### src/rtl/rr_grant_sched_4.sv
// ---------------------------------------------------------------------------
// rr_grant_sched_4
//
// Round-robin scheduler that shares one resource among four requesters.
// The owner index is held in a register, and the one-hot grant is the
// registered 2-to-4 decode of that index. A rotating priority pointer keeps
// the scheme fair. A hold counter limits how long one owner may keep the
// grant while other requesters are waiting.
//
// Parameters
//   MAX_HOLD  maximum consecutive grant cycles while others wait (0 = no limit)
//   HOLD_W    hold counter width, 2**HOLD_W >= MAX_HOLD
//
// Ports
//   clk        system clock, rising edge
//   rst        asynchronous active-high reset
//   req[3:0]   level-sensitive request, bit n = requester n
//   gnt[3:0]   one-hot grant, all zero while no grant is active
//   gnt_idx    registered index of the current (or last) owner
//   gnt_valid  high while a grant is active
// ---------------------------------------------------------------------------
module rr_grant_sched_4 #(
   parameter int MAX_HOLD = 8,
   parameter int HOLD_W   = 4
) (
   input  logic       clk,
   input  logic       rst,
   input  logic [3:0] req,
   output logic [3:0] gnt,
   output logic [1:0] gnt_idx,
   output logic       gnt_valid
);

   typedef enum logic {
      IDLE,
      GRANT
   } state_t;

   // With no hold limit, the counter just saturates at its all-ones value
   // and never triggers a rotation.
   localparam logic [HOLD_W-1:0] HOLD_LAST =
      (MAX_HOLD == 0) ? {HOLD_W{1'b1}} : HOLD_W'(MAX_HOLD - 1);

   state_t            state;
   state_t            state_nxt;
   logic [1:0]        ptr;
   logic [1:0]        ptr_nxt;
   logic [1:0]        idx_nxt;
   logic              valid_nxt;
   logic [3:0]        gnt_nxt;
   logic [HOLD_W-1:0] hold_cnt;
   logic [HOLD_W-1:0] hold_nxt;
   logic [1:0]        after_owner;
   logic [3:0]        others;
   logic              expiring;

   // Return the first set bit of r, searching upward from start and
   // wrapping modulo 4.
   function automatic logic [1:0] pick_first(input logic [3:0] r, input logic [1:0] start);
      logic [1:0] cand;
      logic [1:0] res;
      logic       found;
      res   = start;
      found = 1'b0;
      for (int i = 0; i < 4; i++) begin
         cand = start + 2'(i);
         if (r[cand] && !found) begin
            res   = cand;
            found = 1'b1;
         end
      end
      return res;
   endfunction

   // Helper terms about the current owner. "others" is the set of waiting
   // requesters excluding the owner. "expiring" marks that the owner has
   // used its whole hold window.
   always_comb begin
      after_owner = gnt_idx + 2'd1;
      others      = req & ~(4'b0001 << gnt_idx);
      expiring    = (MAX_HOLD != 0) && (hold_cnt == HOLD_LAST);
   end

   // Next-state and next-output logic. All registered outputs are computed
   // here, so that gnt and gnt_valid never depend combinationally on req.
   always_comb begin
      state_nxt = state;
      ptr_nxt   = ptr;
      idx_nxt   = gnt_idx;
      valid_nxt = gnt_valid;
      hold_nxt  = hold_cnt;
      unique case (state)
         IDLE: begin
            valid_nxt = 1'b0;
            if (req != 4'b0000) begin
               state_nxt = GRANT;
               idx_nxt   = pick_first(req, ptr);
               valid_nxt = 1'b1;
               hold_nxt  = '0;
            end
         end
         GRANT: begin
            if (!req[gnt_idx]) begin
               // Release: hand over directly, or fall back to IDLE while
               // keeping the last owner index.
               ptr_nxt  = after_owner;
               hold_nxt = '0;
               if (req != 4'b0000) begin
                  idx_nxt = pick_first(req, after_owner);
               end else begin
                  state_nxt = IDLE;
                  valid_nxt = 1'b0;
               end
            end else if (expiring && (others != 4'b0000)) begin
               // Forced rotation. The owner is masked out, so it cannot
               // win again immediately.
               ptr_nxt  = after_owner;
               idx_nxt  = pick_first(others, after_owner);
               hold_nxt = '0;
            end else if (hold_cnt != HOLD_LAST) begin
               hold_nxt = hold_cnt + HOLD_W'(1);
            end
         end
         default: begin
            state_nxt = IDLE;
            valid_nxt = 1'b0;
         end
      endcase
      gnt_nxt = valid_nxt ? (4'b0001 << idx_nxt) : 4'b0000;
   end

   // State and output registers. Reset clears everything immediately,
   // even in the middle of a grant.
   always_ff @(posedge clk or posedge rst) begin
      if (rst) begin
         state     <= IDLE;
         ptr       <= 2'd0;
         gnt_idx   <= 2'd0;
         gnt_valid <= 1'b0;
         gnt       <= 4'b0000;
         hold_cnt  <= '0;
      end else begin
         state     <= state_nxt;
         ptr       <= ptr_nxt;
         gnt_idx   <= idx_nxt;
         gnt_valid <= valid_nxt;
         gnt       <= gnt_nxt;
         hold_cnt  <= hold_nxt;
      end
   end

endmodule

### config.mk
export PLATFORM = sky130hd
export DESIGN_NAME = rr_grant_sched_4
export DESIGN_NICKNAME = d
export VERILOG_FILES = /design/src/rtl/rr_grant_sched_4.sv
export SDC_FILE = /design/constraint.sdc
export NUM_CORES = 1
export LEC_CHECK = 0
export BUFFER_PORTS_ARGS = -buffer_cell sky130_fd_sc_hd__buf_4
export CELL_PAD_IN_SITES_DETAIL_PLACEMENT = 1
export CELL_PAD_IN_SITES_GLOBAL_PLACEMENT = 1
export CORE_ASPECT_RATIO = 2
export CORE_MARGIN = 1
export CORE_UTILIZATION = 39
export DETAILED_ROUTE_END_ITERATION = 8
export GPL_ROUTABILITY_DRIVEN = 0
export GPL_TIMING_DRIVEN = 0
export PLACE_DENSITY_LB_ADDON = 0.1
export SYNTH_ARGS = -nofsm -noshare
export SYNTH_HDL_FRONTEND = slang
export SYNTH_SLANG_ARGS = --single-unit
export TNS_END_PERCENT = 1
### constraint.sdc
create_clock -name clk -period 2.25 [get_ports clk]
set_input_delay 0.3375 -clock clk [delete_from_list [all_inputs] [get_ports clk]]
set_output_delay 0.3375 -clock clk [all_outputs]
set_load 0.02 [all_outputs]
; ---- Yosys cells after proc, flatten, opt, wreduce, memory -nomap -nowiden
; Index checks and enable logic that the tools add are counted.
[totals]
regBits = 14
inputBits = 6
word_cells = 143
[op_classes]
n_addsub = 8
order_cmp = 9
n_eq_ne = 5
shifts = 2
muxes = 87
bitwise_logic = 3
n_reduce_logical = 23
[op_table]
columns = op, n
row1 = $mux W1, 50
row2 = $mux W2, 15
row3 = $lt A2 B3 Y1 const B, 9
row4 = $bmux W1 S2, 13
row5 = $mux W4, 5
row6 = $logic_and A1 B1 Y1, 10
row7 = $logic_not A1 Y1, 9
row8 = $add A2 B2 Y2 const B, 4
row9 = $pmux W4 S2, 1
row10 = $reduce_bool A4 Y1, 2
row11 = $shl A1 B2 Y4 const A, 2
row12 = $add A2 B1 Y2 const B, 3
row13 = $add A4 B1 Y4 const B, 1
row14 = $and A4 B4 Y4, 1
row15 = $eq A4 B3 Y1 const B, 1
row16 = $ne A4 B2 Y1 const B, 1
row17 = $ne A4 B3 Y1 const B, 1
row18 = $not A4 Y4, 1
row19 = $pmux W1 S2, 2
row20 = $pmux W2 S2, 1
row21 = $reduce_and A2 Y1, 2
row22 = $ne A2 B1 Y1 const B, 1
row23 = $ne A2 B2 Y1 const B, 1
row24 = $not A1 Y1, 1

; ---- Longest topological paths before layout
; Gate-level depths: netlist of the first run.
[logic_depth]
word_depth = 29
ltp_mapped = 9
mapped_depth_nobuf = 8

; ---- Least setup slack after synthesis of the first run
; OpenSTA, ideal clock, no wires.
[synth_path]
path_type = reg2reg
start = register gnt_idx[0]
end = register gnt[3]
arrival_ns = 2.258
t_required_ns = 2.130
setup_slack_ns = -0.127
path_stages_with_launch = 9
synth_period_minus_slack_ns = 2.377
path_cell_list = dfrtp_1 > inv_1 > ha_1 > nand2b_1 > or3_1 > a21o_1 > and2_0 > a221o_1 > and3_1
[synth_between]
elab_cells_between_ends = 78
[synth_lines]
columns = element, line_no
row1 = from (decl), 30  ; output logic [1:0] gnt_idx,
row2 = from (signal assigned), 145  ; gnt_idx <= idx_nxt;
row3 = $add A2 B1 Y2 *, 79  ; after_owner = gnt_idx + 2'd1;
row4 = named net after_owner[0], 53  ; logic [1:0] after_owner;
row5 = $bmux W1 S2, 67  ; if (r[cand] && !found) begin
row6 = $mux W1 (implied by the code), 67
row7 = $mux W1, 67
row8 = $mux W1 (on tied branches), "108, 114"
row9 = $mux W1, 103  ; if (!req[gnt_idx]) begin
row10 = $mux W1, 92  ; unique case (state)
row11 = [... 14 more ...], --
row12 = $mux W2, 67
row13 = $mux W2 (on tied branches), "108, 114"
row14 = $mux W2 *, 103
row15 = $pmux W2 S2 *, 92
row16 = named net idx_nxt[0], 48  ; logic [1:0] idx_nxt;
row17 = $shl A1 B2 Y4 *, 129  ; gnt_nxt = valid_nxt ? (4'b0001 << idx_nxt) : 4'b0000;
row18 = $mux W4 *, 129
row19 = named net gnt_nxt[3], 50  ; logic [3:0] gnt_nxt;
row20 = to (signal assigned), 147  ; gnt <= gnt_nxt;
row21 = to (decl), 29  ; output logic [3:0] gnt,
; The timed path passes the listed nets; every way through them passes the cells marked *. The select of a mux whose other input is x is not followed.
; A chain may end at the register's enable or synchronous reset.

; ---- Worst setup path in the final report of the first run
[layout_path]
start = register gnt_idx[0]
end = register gnt[1]
; Same word-level chain as after synthesis.

==> results.toml, run 1 <==
[synthesis]
netlist_instances = 144
synthArstFlopShare_pct = 100
yosysWarnings = 0
ys_seq_elements = 14
synth_area_um2 = 1180
synth_nets = 155
syn_avg_cell_area_um2 = 8.23
yosysSeqAreaShare_pct = 29.6
ys_types = 45
synth_edf_count = 0
synth_ff_type = "dfrtp_1"

[cells_and_area]
diodes = 0
fillers = 356
final_common_cell = "buf_4"
layout_common_cells = "buf_4, o21ai_0, dfrtp_1"
final_area_um2 = 1540
nets = 179
drive_above_1_share_pct = 32.9
areaGrowthSynthToFinish_pct = 30.0

[critical_path]
rrSetupSlack_ns = 0.02
crit_path_end_kind = "register"
worstSetupStartpoint = "gnt_idx[0]"
arrival_ns = 2.34
endpoint = "gnt[1]"
rr_endpoint = "gnt[1]"
regToRegStartpoint = "gnt_idx[0]"
critPathMaxFanout = 6
crit_chain = "inv_4 -> ha_4 -> or3_1 -> a21o_1 -> and2_1 -> a221o_1 -> nor3b_2"
cp_slowest_cell = "dfrtp_2"
critPathMaxStageDelay_ns = 0.48
crit_type = "reg -> reg"
crit_required_ns = 2.36
crit_path_start_kind = "register"
r2r_cells = 7

[floorplan]
rows = 28
ios = 13
die_w_um = 41.0
initial_utilization_pct = 40.7
core_area_um2 = 2910
die-height_um = 80.0
die_area_um2 = 3280

[detailed_routing]
drc = 0
vias = 1199
via_per_inst = 6.09
wl_um = 3590
antenna_left = 0
drt-wirelength-per-cell_um = 18.2
drtIter0Drc = 19
drtPass1Iterations = 4

[timing]
final-hold-violation-count = 0
finalSetupTns_ns = 0
drv_slew = 0
relSlewSlack_pct = 54.2
post-route-period-util_pct = 99.0
fin_worst_skew_ns = 0.00434
setup_viol = 0
fin_crit_ns = 2.23
tightest_slew_ns = 0.680
rsz0062_at_grt = "true"
fmax_mhz = 449
setup_slack_ns = 0.0221

[global_route]
grt_pass1_wl_um = 5780
antenna_found_initial = 0
grt_max_degree = 15
grt_pass1_vias = 1295
grt_util_all_layers_pct = 25.5
grt_overflow_total = 0

[clock_tree]
cts_tree = "built"
cts_buffers = 3
h-tree-depth = 1
clk_pin_slew_ns = 0.06
clock_sinks = 14
hold_buffers = 0
clock_path_buffers = 2
cts_root_buf = "clkbuf_8"
insertion_delay_ns = 0.25

[min_path]
min_path_type = "in -> async"

[placement]
hpwl_um = 2650
place_area_um2 = 1300
dpl_worst_slack_ns = -0.258
io_buffers = 10

[power_and_ir_drop]
ir_worst_vdd_uv = 711
p_per_area_nw_per_um2 = 1340
leakage_nw = 0.638

[run]
cap_violations = 0

[outcome]
outcome = "completed"
-- critical path: cells and delay by family, from the launching register on --
kind                       cells  cell delay [ns]
buffers and inverters          1             0.11
adders and majority gates      1             0.22
AOI/OAI and AO/OA              2             0.56
and+or+nand+nor                3             0.70
DFF                            1             0.48
-- power breakdown --
part	total, W	switching [W]	leakage, nW	internal, W
Clock	0.000210	0.0000846	0.0228	0.000125
Combinational	0.00141	0.000776	0.439	0.000634
Sequential	0.000442	0.000100	0.175	0.000342
-- Yosys cell counts, drive strengths merged, types with 5 or more instances --
library cell   n  area (um^2)
buf            7         47.5
a21oi         11         55.1
o21ai         15         75.1
nor2           7         26.3
nand2b         9         56.3
inv           10         37.5
ha             5         62.6
dfrtp         14          350
nand2          6         22.5
nor3           6         30.0
nor2b          7         51.3
-- state kept, by name, indices dropped and copies added (netlist names) --
register   flops
gnt            4
gnt_idx        2
gnt_valid      1
hold_cnt       4
ptr            2
state          1
-- metal layers --
metal / track usage [%] / share of wire, % / vias to the layer above
met5: 0 / 0 / -
met3: 3.62 / 1.2 / 12
li1: - / - / 575
met2: 45.2 / 58 / 22
met4: 15.0 / 3.1 / 0
met1: 24.6 / 37 / 590
-- area by class of cell --
| type | count | area, um^2 | share of cell area (%) |
|---|---|---|---|
| Multi-Input combinational cell | 112 | 851 | 55.2 |
| Inverter | 10 | 47.5 | 3.09 |
| Clock buffer | 4 | 45.0 | 2.92 |
| Buffer | 6 | 45.0 | 2.92 |
| Tap cell | 30 | 37.5 | 2.44 |
| Sequential cell | 14 | 353 | 22.9 |
| Timing Repair Buffer | 21 | 161 | 10.5 |
-- how the worst min path moves through the flow --
stage	slack, ns	startpoint	end	depth (start not counted)
6_report	0.13	rst	gnt[0]	2
5_1_grt	0.19	rst	gnt[2]	2
4_1_cts	0.15	rst	gnt[0]	2
3_5_place_dp	0.41	rst	gnt[2]	2
3_3_place_gp	0.40	rst	gnt[0]	2
2_1_floorplan	0.23	rst	gnt[0]	1
-- what timing repair did --
action,in CTS,in global routing
setup endpoints to repair,6,5
gates cloned,0,0
pin swaps,3,11
buffers inserted,6,5
resized for setup,15,17
-- through the flow --
stage	hold slack [ns]	instances	power [W]	util [%]
after CTS	0.151	194	0.00189	50.3
after global routing	0.189	197	0.00219	53.0
after global placement	0.395	184	0.00143	44.8
final	0.126	197	0.00206	53.0
after floorplan	0.227	144	0.00114	-
after detailed placement	0.414	184	0.00146	44.8
-- kinds of logic (layout without fill, tap and decap cells) --
group | after synthesis | count (layout) | synth area share (%)
AOI/OAI and AO/OA | 49 | 49 | 27.6
adders and majority gates | 5 | 5 | 5.28
buffers and inverters | 18 | 41 | 7.50
DFF | 14 | 14 | 29.6
muxes | 4 | 4 | 3.59
and+or+nand+nor | 54 | 54 | 26.5
(Power assumes the default switching activity.)
==> inputs of run 2 (changes only) <==
CAP_MARGIN = 30   (was default)
PLACE_DENSITY = 0.79   (was default)
PLACE_DENSITY_LB_ADDON = default   (was 0.1)
==> run 2 against run 1 <==
Against the previous run: the run now ends with negative setup slack left; sequential share of layout area fell by 1.7 points; cell count rose by 5.6%; global-route usage fell by 0.92 points; clock skew fell by 0.0039 ns; die area did not move; first-iteration DRC count rose by 74%; via count rose by 6.8%; final area rose by 8.2%; non-clock buffer count rose by 10; highest routed layer unchanged.
==> results.toml, run 2 (synthesis results as in run 1) <==
[outcome]
outcome = "complete, but fails checks"
violations = "negative setup slack"

[critical_path]
arrival_ns = 2.39
path_buf_inv = 2
rr_endpoint = "gnt[1]"
worstSetupStartpoint = "gnt_idx[0]"
crit_path_start_kind = "register"
critPathMaxStageDelay_ns = 0.49
crit_type = "reg -> reg"
endpoint = "gnt[1]"
cp_slowest_cell = "o41ai_2"
r2r_cells = 8
rrSetupSlack_ns = -0.03
crit_required_ns = 2.36
crit_cells = 8
critPathMaxFanout = 6
crit_chain = "inv_4 -> ha_4 -> nor2b_4 -> buf_4 -> o41ai_2 -> nor3_1 -> a221o_1 -> nor3b_2"
regToRegStartpoint = "gnt_idx[0]"
cp_top_family = "compound AO/OA/AOI/OAI gates"
crit_path_end_kind = "register"

[timing]
final-hold-violation-count = 0
rsz0062_at_grt = "true"
post-route-period-util_pct = 102
fin_worst_skew_ns = 0.000439
fin_crit_ns = 2.28
drv_slew = 0
tightest_slew_ns = 0.585
relSlewSlack_pct = 60.6
setup_slack_ns = -0.0347
setup_viol = 3
fmax_mhz = 438

[floorplan]
core_area_um2 = 2910
die_area_um2 = 3280
die_w_um = 41.0
initial_utilization_pct = 40.7
die-height_um = 80.0
ios = 13
rows = 28

[power_and_ir_drop]
leakage_nw = 0.698
p_per_area_nw_per_um2 = 1420
ir_worst_vdd_uv = 1060
total_power_w = 0.00237

[cells_and_area]
diodes = 0
areaGrowthSynthToFinish_pct = 40.7
drive_above_1_share_pct = 39.3
nets = 190
fillers = 328
layout_common_cells = "buf_4, o21ai_0, dfrtp_1"
instances_no_fill = 208
final_common_cell = "buf_4"
postLayoutCoreUtil_pct = 57.3
reg_top3 = "gnt x4, hold_cnt x4"
final_area_um2 = 1670

[placement]
hpwl_um = 2590
place_area_um2 = 1300
dp_cells = 184
io_buffers = 10
dpl_worst_slack_ns = -0.304

[clock_tree]
hold_buffers = 0
cts_root_buf = "clkbuf_8"
insertion_delay_ns = 0.24
cts_tree = "built"
clock_sinks = 14
clk_pin_slew_ns = 0.05
clock_path_buffers = 2
cts_buffers = 3
h-tree-depth = 1

[global_route]
grt_pass1_vias = 1231
antenna_found_initial = 0
grt_pass1_wl_um = 5660
grt_max_degree = 15
grt_util_all_layers_pct = 24.6
grt_overflow_total = 0

[detailed_routing]
drtIter0Drc = 33
drtPass1Iterations = 4
via_per_inst = 6.15
wl_um = 4150
drc = 0
vias = 1280
drt-wirelength-per-cell_um = 20.0
antenna_left = 0

[min_path]
min_path_type = "in -> async"

[run]
cap_violations = 0
-- run 2: how the worst min path moves through the flow --
stage / slack, ns / start / endpoint / cells after the start
2_1_floorplan: 0.23 / rst / gnt[0] / 1
3_3_place_gp: 0.39 / rst / gnt_valid / 2
3_5_place_dp: 0.40 / rst / gnt_valid / 2
4_1_cts: 0.15 / rst / gnt[1] / 2
5_1_grt: 0.17 / rst / gnt[1] / 2
6_report: 0.13 / rst / gnt[1] / 2
-- run 2: final cells by class --
cell class	count	area (um^2)	area share, %
plain buffers	6	52.6	3.15
clock buffers	4	55.1	3.30
inverters	10	50.0	3.00
multi-input cells	113	875	52.5
flip-flops and latches	14	353	21.2
well taps	30	37.5	2.25
repair buffers	31	244	14.6
-- run 2: what timing repair did --
item | 4_1_cts | 5_1_grt
gates cloned | 0 | 2
endpoints found under the setup margin | 6 | 4
pin swaps | 3 | 13
setup buffers | 6 | 14
resized for setup | 15 | 24
-- run 2: metrics by stage --
stage / TNS (ns) / hold WS (ns)
after floorplan: 0 / 0.227
after global placement: -0.981 / 0.393
after detailed placement: -1.30 / 0.403
after CTS: 0 / 0.149
after global routing: -0.369 / 0.174
final: -0.0602 / 0.131
-- run 2: where the power goes --
group	total [W]	switching [W]	internal [W]
Combinational	0.00170	0.000874	0.000822
Sequential	0.000441	0.0000995	0.000342
Clock	0.000238	0.0000831	0.000155
Total	0.00237	0.00106	0.00132
-- run 2: layer usage --
metal | part of all wire [%] | global-route usage [%]
met5 | 0 | 0
met4 | 3.0 | 7.00
met3 | 1.8 | 2.23
met2 | 57 | 45.0
met1 | 38 | 26.8
==> inputs of run 3 (changes only) <==
ABC_AREA = 1   (was default)
CORE_UTILIZATION = 37   (was 39)
PLACE_DENSITY = 0.8   (was 0.79)
==> run 3 against run 2 <==
Against the previous run: the run now ends clean; synthesized area rose by 18%; maximum frequency grew 4.7%; global-route usage decreased by 0.28 points; first-iteration DRC count decreased by 39%; die area grew 23%; sequential share of layout area decreased by 1.1 points; utilization decreased by 8.7 points; flip-flop and latch count unchanged; worst setup slack gained 0.10 ns; critical path type unchanged.
==> results.toml, run 3 <==
[min_path]
min_path_type = "in -> async"

[floorplan]
die_area_um2 = 4040
core_area_um2 = 3610
initial_utilization_pct = 38.7
die_w_um = 45.4
die-height_um = 88.8
ios = 13
rows = 31

[timing]
relSlewSlack_pct = 56.0
fin_worst_skew_ns = 0.00229
rsz0062_at_grt = "true"
final-hold-violation-count = 0
post-route-period-util_pct = 97.0
setup_viol = 0
drv_slew = 0
fin_crit_ns = 2.18
tightest_slew_ns = 0.655
fmax_mhz = 458

[synthesis]
yosys.area.top_type = "nand2_1"
synth_common_cells = "nand2_1, nand3_1, inv_1"
ys_seq_elements = 14
synth_most_common_cell = "nand2_1"
synth_nets = 246
synth_area_leaders = "nand2_1, dfrtp_1, nand3_1"
synthArstFlopShare_pct = 100
yosysSeqAreaShare_pct = 25.1
yosysWarnings = 0
synth_ff_type = "dfrtp_1"
synth_top_area_share_pct = 25.3
synth_edf_count = 0
synth_area_um2 = 1400
syn_avg_cell_area_um2 = 5.94
ys_types = 23
netlist_instances = 235

[clock_tree]
clock_sinks = 14
clock_path_buffers = 2
cts_root_buf = "clkbuf_8"
h-tree-depth = 1
insertion_delay_ns = 0.24
cts_buffers = 3
cts_tree = "built"
clk_pin_slew_ns = 0.06

[critical_path]
crit_required_ns = 2.42
arrival_ns = 2.36
critPathMaxFanout = 7
crit_path_end_kind = "register"
crit_path_start_kind = "register"
crit_type = "reg -> reg"
r2r_cells = 17

[detailed_routing]
wl_um = 4350
via_per_inst = 5.14
vias = 1579
drt-wirelength-per-cell_um = 14.2
drtPass1Iterations = 4
drc = 0
antenna_left = 0
drtIter0Drc = 20

[cells_and_area]
diodes = 0
reg_top3 = "gnt x4, hold_cnt x4"
drive_above_1_share_pct = 24.8
final_common_cell = "nand2_1"
layout_common_cells = "nand2_1, nand3_1, inv_1"
areaGrowthSynthToFinish_pct = 25.8
nets = 270
final_area_um2 = 1760
postLayoutCoreUtil_pct = 48.7

[placement]
place_area_um2 = 1550
hpwl_um = 3340
io_buffers = 12

[outcome]
outcome = "completed"

[global_route]
grt_pass1_wl_um = 7280
grt_max_degree = 15
antenna_found_initial = 0
grt_overflow_total = 0
grt_util_all_layers_pct = 24.3
grt_pass1_vias = 1632

[run]
cap_violations = 0
[run 3: changes by cell type after synthesis, sizes merged, moves of 4 or more]
cell	previous run	this run
nor2b	7	0
nand2	6	106
buf	7	3
nand3	4	34
inv	10	33
nand2b	9	0
o21ai	15	10
nor2	7	15
a21oi	11	5
[run 3: area by class of cell]
| type | count | area, um^2 |
|---|---|---|
| fill | 493 | 1850 |
| multi-input combinational | 185 | 981 |
| sequential | 14 | 353 |
| timing repair buffer | 19 | 146 |
| inverter | 33 | 131 |
| tap | 49 | 61.3 |
| clock buffer | 4 | 55.1 |
| buffer | 3 | 27.5 |
[run 3: final timing paths]
path	startpoint	end	slack, ns
min in group clk	req[3]	state	0.55
worst max register to register	gnt_idx[0]	gnt[1]	0.07
worst min register to register	hold_cnt[1]	hold_cnt[1]	0.57
max in group asynchronous	rst	gnt_idx[1]	1.74
worst min-delay path	rst	gnt[1]	0.13
worst max-delay path	gnt_idx[0]	gnt[1]	0.07
[run 3: kinds of logic after synthesis]
kind of cell	count (synthesis)	synth area share, %
AOI/OAI and AO/OA	17	6.82
adders and majority gates	5	4.48
buffers and inverters	36	10.6
DFF	14	25.1
and+or+nand+nor	163	53.0
[run 3: what timing repair did]
item,in CTS,in global routing
setup endpoints to repair,6,7
setup buffers,7,0
gates resized for setup,7,20
hold buffers,0,0
pin swaps,1,8
[run 3: per-stage QoR]
| stage | TNS, ns | hold WS, ns | cells | setup WS, ns |
|---|---|---|---|---|
| 2_1_floorplan | 0 | 0.227 | 235 | 0.0858 |
| 3_3_place_gp | -1.42 | 0.402 | 296 | -0.303 |
| 3_5_place_dp | -1.88 | 0.405 | 296 | -0.390 |
| 4_1_cts | 0 | 0.142 | 307 | 0.0178 |
| 5_1_grt | -0.534 | 0.200 | 307 | -0.0973 |
| 6_report | 0 | 0.131 | 307 | 0.0680 |
[run 3: worst max-delay path: stages (launching register included)]
cell and delay (ns):
dfrtp_2 0.39, inv_4 0.06, buf_8 0.12, ha_4 0.33, inv_6 0.07, nand2_4 0.06, nand2_4 0.08, nand2_1 0.10
nand2_2 0.07, nor2_4 0.14, nand2_1 0.07, o21ai_1 0.12, inv_1 0.05, nand2_1 0.11, nand2_2 0.09, inv_1 0.08
nand2_2 0.07, nor2_1 0.10
[run 3: layer usage]
metal | share of wire (%) | track usage [%] | up-vias
li1 | - | - | 787
met1 | 38 | 25.7 | 767
met3 | 1.1 | 1.84 | 8
met2 | 59 | 46.5 | 17
met5 | 0 | 0 | -
met4 | 1.9 | 9.09 | 0
Power of run 3 is not shown: default switching activity piles up to over one toggle a cycle in this logic, so the estimate is an artifact.
